## config.mk

```make
export PLATFORM = sky130hd
export DESIGN_NAME = menu_ctrl
export DESIGN_NICKNAME = d
export VERILOG_FILES = /design/src/rtl/menu_pkg.sv /design/src/rtl/btn_debounce.sv /design/src/rtl/menu_ctrl.sv
export SDC_FILE = /design/constraint.sdc
export NUM_CORES = 1
export LEC_CHECK = 0
export CAP_MARGIN = 20
export CORE_ASPECT_RATIO = 1.2
export CORE_MARGIN = 10
export CORE_UTILIZATION = 45
export DETAILED_ROUTE_END_ITERATION = 12
export DONT_BUFFER_PORTS = 1
export PLACE_DENSITY = 0.62
export SETUP_SLACK_MARGIN = 0.02
export SYNTH_ARGS = -nofsm -noshare
export SYNTH_HDL_FRONTEND = slang
export SYNTH_HIERARCHICAL = 1
export SYNTH_SLANG_ARGS = --single-unit
```

## constraint.sdc

```tcl
create_clock -name clock -period 4.75 [get_ports clock]
set_clock_uncertainty 0.15 [all_clocks]
set_input_delay 0.475 -clock clock [delete_from_list [all_inputs] [get_ports clock]]
set_output_delay 0.475 -clock clock [all_outputs]
set_load 0.05 [all_outputs]
```

## src/rtl/menu_pkg.sv

```systemverilog
// menu_pkg: shared constants and types for the on-screen button menu.
//   - RGB332 colour constants (red[7:5], green[4:2], blue[1:0])
//   - menu FSM state enum
//   - screen geometry of the active video area
//   - bit positions of the three buttons in the conditioned-button vectors
package menu_pkg;

  localparam int H_ACTIVE = 640;
  localparam int V_ACTIVE = 480;

  localparam logic [7:0] COL_BLACK   = 8'b000_000_00;
  localparam logic [7:0] COL_HILITE  = 8'b111_111_00;  // yellow
  localparam logic [7:0] COL_CONFIRM = 8'b000_111_00;  // green

  localparam int BTN_UP   = 0;
  localparam int BTN_DOWN = 1;
  localparam int BTN_SEL  = 2;

  typedef enum logic {
    NAV  = 1'b0,
    CONF = 1'b1
  } menu_state_t;

endpackage

```

## src/rtl/btn_debounce.sv

```systemverilog
// btn_debounce: conditions one raw asynchronous push button.
//   Parameter: DEBOUNCE_CYC - stable cycles required before a level is accepted.
//   Ports:
//     clock   in  pixel clock
//     reset_n in  asynchronous active-low reset
//     raw     in  raw button level (asynchronous, active-high)
//     pulse   out one-cycle pulse on each rising edge of the accepted level
module btn_debounce #(
  parameter int DEBOUNCE_CYC = 250000
) (
  input  logic clock,
  input  logic reset_n,
  input  logic raw,
  output logic pulse
);

  localparam int CW = (DEBOUNCE_CYC > 1) ? $clog2(DEBOUNCE_CYC) : 1;
  localparam logic [CW-1:0] CNT_MAX = CW'(DEBOUNCE_CYC - 1);

  logic          sync1;
  logic          sync2;
  logic          sync2_d;
  logic          level;
  logic [CW-1:0] cnt;

  always_ff @(posedge clock or negedge reset_n) begin
    if (!reset_n) begin
      sync1   <= 1'b0;
      sync2   <= 1'b0;
      sync2_d <= 1'b0;
      level   <= 1'b0;
      cnt     <= '0;
      pulse   <= 1'b0;
    end else begin
      sync1   <= raw;
      sync2   <= sync1;
      sync2_d <= sync2;
      pulse   <= 1'b0;
      if (sync2 != sync2_d) begin
        cnt <= '0;
      end else if (cnt != CNT_MAX) begin
        cnt <= cnt + 1'b1;
      end else begin
        // Counter parks at its maximum while the level stays put, so a held
        // button only ever yields the single pulse of its accepting cycle.
        level <= sync2_d;
        pulse <= sync2_d & ~level;
      end
    end
  end

endmodule

```

## src/rtl/menu_ctrl.sv

```systemverilog
// menu_ctrl: on-screen button menu sequencer and pixel compositor.
//   Optional build macro: MENU_WRAP_EN - selection wraps at the ends of the
//   list instead of saturating.
//   Ports:
//     clock, reset_n              pixel clock, asynchronous active-low reset
//     btn_up/btn_down/btn_sel     raw asynchronous buttons
//     hcount, vcount              current pixel position
//     ovl_data, ovl_red/green/blue overlay pixel valid and colour
//     ovl_enable                  overlay renderer enable (set at first frame tick)
//     sel_idx                     selected item index
//     item_sel                    one-cycle confirm pulse on a frame tick
//     red, green, blue            composed pixel, one clock after the inputs
module menu_ctrl #(
  parameter int N_ITEMS        = 4,
  parameter int BASE_X         = 250,
  parameter int BASE_Y         = 120,
  parameter int ITEM_W         = 140,
  parameter int ITEM_H         = 20,
  parameter int ITEM_PITCH     = 40,
  parameter int V_ACTIVE       = menu_pkg::V_ACTIVE,
  parameter int DEBOUNCE_CYC   = 250000,
  parameter int CONFIRM_FRAMES = 30
) (
  input  logic       clock,
  input  logic       reset_n,
  input  logic       btn_up,
  input  logic       btn_down,
  input  logic       btn_sel,
  input  logic [9:0] hcount,
  input  logic [9:0] vcount,
  input  logic       ovl_data,
  input  logic [2:0] ovl_red,
  input  logic [2:0] ovl_green,
  input  logic [1:0] ovl_blue,
  output logic       ovl_enable,
  output logic [2:0] sel_idx,
  output logic       item_sel,
  output logic [2:0] red,
  output logic [2:0] green,
  output logic [1:0] blue
);

  import menu_pkg::*;

  localparam logic [2:0] LAST_IDX = 3'(N_ITEMS - 1);
  localparam int FW = (CONFIRM_FRAMES > 1) ? $clog2(CONFIRM_FRAMES) : 1;
  localparam logic [FW-1:0] FC_LAST = FW'(CONFIRM_FRAMES - 1);

  localparam logic [10:0] X_LEFT  = 11'(BASE_X - 1);
  localparam logic [10:0] X_RIGHT = 11'(BASE_X + ITEM_W);

  // ---------------- button conditioning ----------------
  logic [2:0] raw;
  logic [2:0] pulse;
  logic [2:0] pend;

  assign raw = {btn_sel, btn_down, btn_up};

  generate
    for (genvar gi = 0; gi < 3; gi++) begin : g_btn
      btn_debounce #(
        .DEBOUNCE_CYC(DEBOUNCE_CYC)
      ) u_btn (
        .clock  (clock),
        .reset_n(reset_n),
        .raw    (raw[gi]),
        .pulse  (pulse[gi])
      );
    end
  endgenerate

  logic tick;
  assign tick = (vcount == 10'(V_ACTIVE)) && (hcount == 10'd0);

  // Flags are consumed on every tick; a pulse coinciding with the tick
  // survives into the next frame.
  always_ff @(posedge clock or negedge reset_n) begin
    if (!reset_n) begin
      pend <= '0;
    end else if (tick) begin
      pend <= pulse;
    end else begin
      pend <= pend | pulse;
    end
  end

  // ---------------- menu FSM ----------------
  menu_state_t   state_reg, state_next;
  logic [2:0]    idx_reg, idx_next;
  logic [FW-1:0] fcnt_reg, fcnt_next;
  logic          ovl_en_reg;

  always_ff @(posedge clock or negedge reset_n) begin
    if (!reset_n) begin
      state_reg  <= NAV;
      idx_reg    <= '0;
      fcnt_reg   <= '0;
      ovl_en_reg <= 1'b0;
    end else begin
      state_reg <= state_next;
      idx_reg   <= idx_next;
      fcnt_reg  <= fcnt_next;
      if (tick) ovl_en_reg <= 1'b1;
    end
  end

  always_comb begin
    state_next = state_reg;
    idx_next   = idx_reg;
    fcnt_next  = fcnt_reg;
    item_sel   = 1'b0;
    if (tick) begin
      case (state_reg)
        NAV: begin
          if (pend[BTN_SEL]) begin
            item_sel   = 1'b1;
            fcnt_next  = '0;
            state_next = CONF;
          end else if (pend[BTN_UP] && !pend[BTN_DOWN]) begin
`ifdef MENU_WRAP_EN
            idx_next = (idx_reg == 3'd0) ? LAST_IDX : idx_reg - 3'd1;
`else
            if (idx_reg != 3'd0) idx_next = idx_reg - 3'd1;
`endif
          end else if (pend[BTN_DOWN] && !pend[BTN_UP]) begin
`ifdef MENU_WRAP_EN
            idx_next = (idx_reg == LAST_IDX) ? 3'd0 : idx_reg + 3'd1;
`else
            if (idx_reg != LAST_IDX) idx_next = idx_reg + 3'd1;
`endif
          end
        end
        CONF: begin
          fcnt_next = fcnt_reg + 1'b1;
          if (fcnt_reg == FC_LAST) state_next = NAV;
        end
        default: state_next = NAV;
      endcase
    end
  end

  assign sel_idx    = idx_reg;
  assign ovl_enable = ovl_en_reg;

  // ---------------- pixel path ----------------
  logic [9:0]  prod;
  logic [10:0] px, py, y_top, y_bot;
  logic        visible, in_box, border;
  logic [7:0]  rgb_next, rgb_reg;

  assign prod    = 10'(idx_reg * ITEM_PITCH);
  assign px      = {1'b0, hcount};
  assign py      = {1'b0, vcount};
  assign y_top   = 11'(BASE_Y) + {1'b0, prod} - 11'd1;
  assign y_bot   = 11'(BASE_Y) + {1'b0, prod} + 11'(ITEM_H);
  assign visible = (px < 11'(H_ACTIVE)) && (py < 11'(V_ACTIVE));
  assign in_box  = (px >= X_LEFT) && (px <= X_RIGHT) && (py >= y_top) && (py <= y_bot);
  assign border  = in_box && ((px == X_LEFT) || (px == X_RIGHT) ||
                              (py == y_top)  || (py == y_bot));

  // Output stays black until the first tick so a reset mid-frame never
  // paints a partial frame.
  always_comb begin
    rgb_next = COL_BLACK;
    if (visible && ovl_en_reg) begin
      if (ovl_data) begin
        rgb_next = {ovl_red, ovl_green, ovl_blue};
      end else if (border) begin
        rgb_next = (state_reg == CONF) ? COL_CONFIRM : COL_HILITE;
      end
    end
  end

  always_ff @(posedge clock or negedge reset_n) begin
    if (!reset_n) begin
      rgb_reg <= COL_BLACK;
    end else begin
      rgb_reg <= rgb_next;
    end
  end

  assign red   = rgb_reg[7:5];
  assign green = rgb_reg[4:2];
  assign blue  = rgb_reg[1:0];

endmodule

```

==> results.txt <==
Worst Max-Slew Pin Slew: 0.981 ns
Seq/Total Area, Yosys: 0.428
Final WS setup: 0.827 ns
Clock transition at the registers of the reported paths: 0.06 ns
CTS buffer count: 9
Number of enable flip-flop cells after synthesis: 0
ANT cells: 0
DIE AREA: 16,400 µm²
Worst Setup Start Kind: flop
Most common cell after layout, fill and taps aside: dfrtp_1
Outcome: finished, final reports clean
Max reg flops: 54
Post-synthesis mux area share: 0.0171
Met3 routed wirelength: 718 µm
Final Instance Area: 5820 µm²
First-pass GRT wire length: 19.5 mm
CORE AREA: 11,500 µm²
Compound-Gate Fraction of Synth Area: 0.126
Final Max Slew Viols: 0
Pleak: 2.34 nW
Drt first-iter violations: 249
Wire length per cell: 15.8 µm
CP max FO: 14
Storage cell area: 2250 µm²
Most frequent cells in the layout: dfrtp_1, nand2_1, nor2_1
Gr ovfl total: 0
Synthesized net count: 595
Top post-synthesis cells by area: dfrtp_1, ha_1, xnor2_1, nand2_1, nor2_1
Vias in the first global route: 4,080
HPWL Detailed: 7.93 mm
PD cells: 279 nW/µm²
Synth Area in XOR/XNOR: 0.0765
TritonCTS clock tree: done
Cell taking the most area after synthesis: dfrtp_1
Tcrit/Tclk final: 0.826
Boundary Pins: 47
DIE WIDTH: 119 µm
Main combinational cell family by area after synthesis: simple AND/OR/NAND/NOR gates
Synth Area in Simple Gates: 0.248
Starting Density: 0.457
Layout net count: 601
Vias: 3,979
#FFs+latches synth: 90
Top Layer Used: met4
Layout area overhead: 10.6%
Fillcell total: 1,095
Worst path arrival time: 3.95 ns
# Max-Cap Violations: 0
Kind of critical path: flop to flop
Crit path required time: 4.78 ns
Initial antenna violation count: 0
Setup TNS: 0 ns
Max frequency: 255 MHz
Clock Path Buffers: 2
Synth Instances: 530
Met2 Routed Length: 5.13 mm
Synth Flop Type: dfrtp_1
Synth async-reset ratio: 1.00
Share of cells above drive strength 1: 0.0924
Slew headroom: 0.343
Placer Congestion: 0.860
Die Y: 138 µm
Routed wire length: 11.0 mm
Fin Hold WS: 0.0857 ns
Clock Latency Late Sink: 0.34 ns
Buffers on Ports: 0
Largest net degree at the start of global routing: 91
Final setup fails: 0
DP Area: 5430 µm²
Peak supply drop: 199 µV
Top cell type's share of synthesized area: 0.428
Root Buffer: clkbuf_16
RSZ-0062 raised after global routing: no
DRT met1 WL: 4.94 mm
Footprint of the multi-input gates: 2880 µm²
Final Util: 0.506
Detailed Routing Iterations Pass 1: 5
CTS resizes: 0
Worst slack, placed: 0.978 ns
Tmin final: 3.92 ns
Type of the most critical hold path: input pin to flop
ANT nets after route: 0
Yosys warnings: 6
Crit. End Element: flop
Synth cell types: 55
Drt drc: 0
Synth Cell Area: 5270 µm²
Post-synthesis adder-cell area fraction: 0.0779
Post-Syn Area per Cell: 9.93 µm²
GRT Resource Usage Total: 0.139
Via density: 5.70
H-tree levels: 3
Num Clock Sinks: 90
Number of placement rows: 43
Final hold viol count: 0
[worst paths after layout]
path / start / end / slack (ns) / cells past startpoint
hold reg to reg: g_btn[2].u_btn/sync1 / g_btn[2].u_btn/sync2 / 0.20 / 0
max in group asynchronous: reset_n / g_btn[2].u_btn/cnt[9] / 3.51 / 2
min in group asynchronous: reset_n / g_btn[0].u_btn/cnt[15] / 0.56 / 2
setup / recovery: sel_idx[0] / rgb_reg[4] / 0.83 / 15
hold / removal: ovl_data / rgb_reg[2] / 0.09 / 1
setup reg to reg: sel_idx[0] / rgb_reg[4] / 0.83 / 15
[cells by family after synthesis]
logic type	after synthesis
DFF	90
buffers and inverters	36
muxes	9
and+or+nand+nor	221
xor gates and xnor gates	46
adders and majority gates	31
AOI/OAI and AO/OA	97
[power breakdown]
group / leakage (nW) / total, mW / switching, mW / internal (mW)
clock network: 0.145 / 0.729 / 0.293 / 0.436
registers: 1.22 / 0.803 / 0.0209 / 0.782
logic: 0.979 / 0.0918 / 0.0571 / 0.0347
total: 2.34 / 1.62 / 0.371 / 1.25
[cell usage after synthesis, types with 6 or more instances]
cell type / n
o21ai_0: 20
nand2b_1: 8
dfrtp_1: 90
nor2_1: 38
or3_2: 6
nand3_1: 16
or4_1: 14
and4_1: 9
a21oi_1: 25
a22o_1: 6
a31oi_1: 8
xnor2_1: 31
or3_1: 10
nor3_1: 12
nor4_1: 18
mux2i_1: 9
ha_1: 28
nand4_1: 14
xor2_1: 15
o31ai_1: 11
nand2_1: 44
clkbuf_1: 12
inv_1: 20
[layout make-up]
class	instances	area share
flip-flops and latches	90	0.387
multi-input cells	404	0.495
clock inverters	4	0.00860
repair buffers	11	0.0193
well taps	157	0.0337
inverters	20	0.0129
clock buffers	12	0.0441
[through the flow]
stage	std cells	total power, mW
after global routing	698	1.69
after floorplan	530	0.866
final	698	1.62
after global placement	674	0.880
after CTS	695	1.65
after detailed placement	675	0.887
[metal layers]
metal  track usage  vias up
li1              -     1965
met4        0.0567        0
met1         0.172     1919
met5             0        -
met3        0.0432       16
met2         0.219       79
[critical path: stages, from the launching register on]
cell	delay [ns]
dfrtp_1	0.35
buf_4	0.31
inv_1	0.18
ha_1	0.33
xor2_1	0.19
inv_1	0.07
ha_1	0.14
nand2_1	0.05
nor3_1	0.31
xor2_1	0.12
ha_1	0.33
o21a_1	0.11
o211ai_1	0.09
a311oi_2	0.27
a41oi_2	0.23
a2111oi_1	0.54
[timing repair]
action                    4_1_cts  5_1_grt
setup buffers                   0        0
hold endpoints to repair       92        1
hold buffers                    4        1
Note: power is estimated with default switching activity, not from simulation.
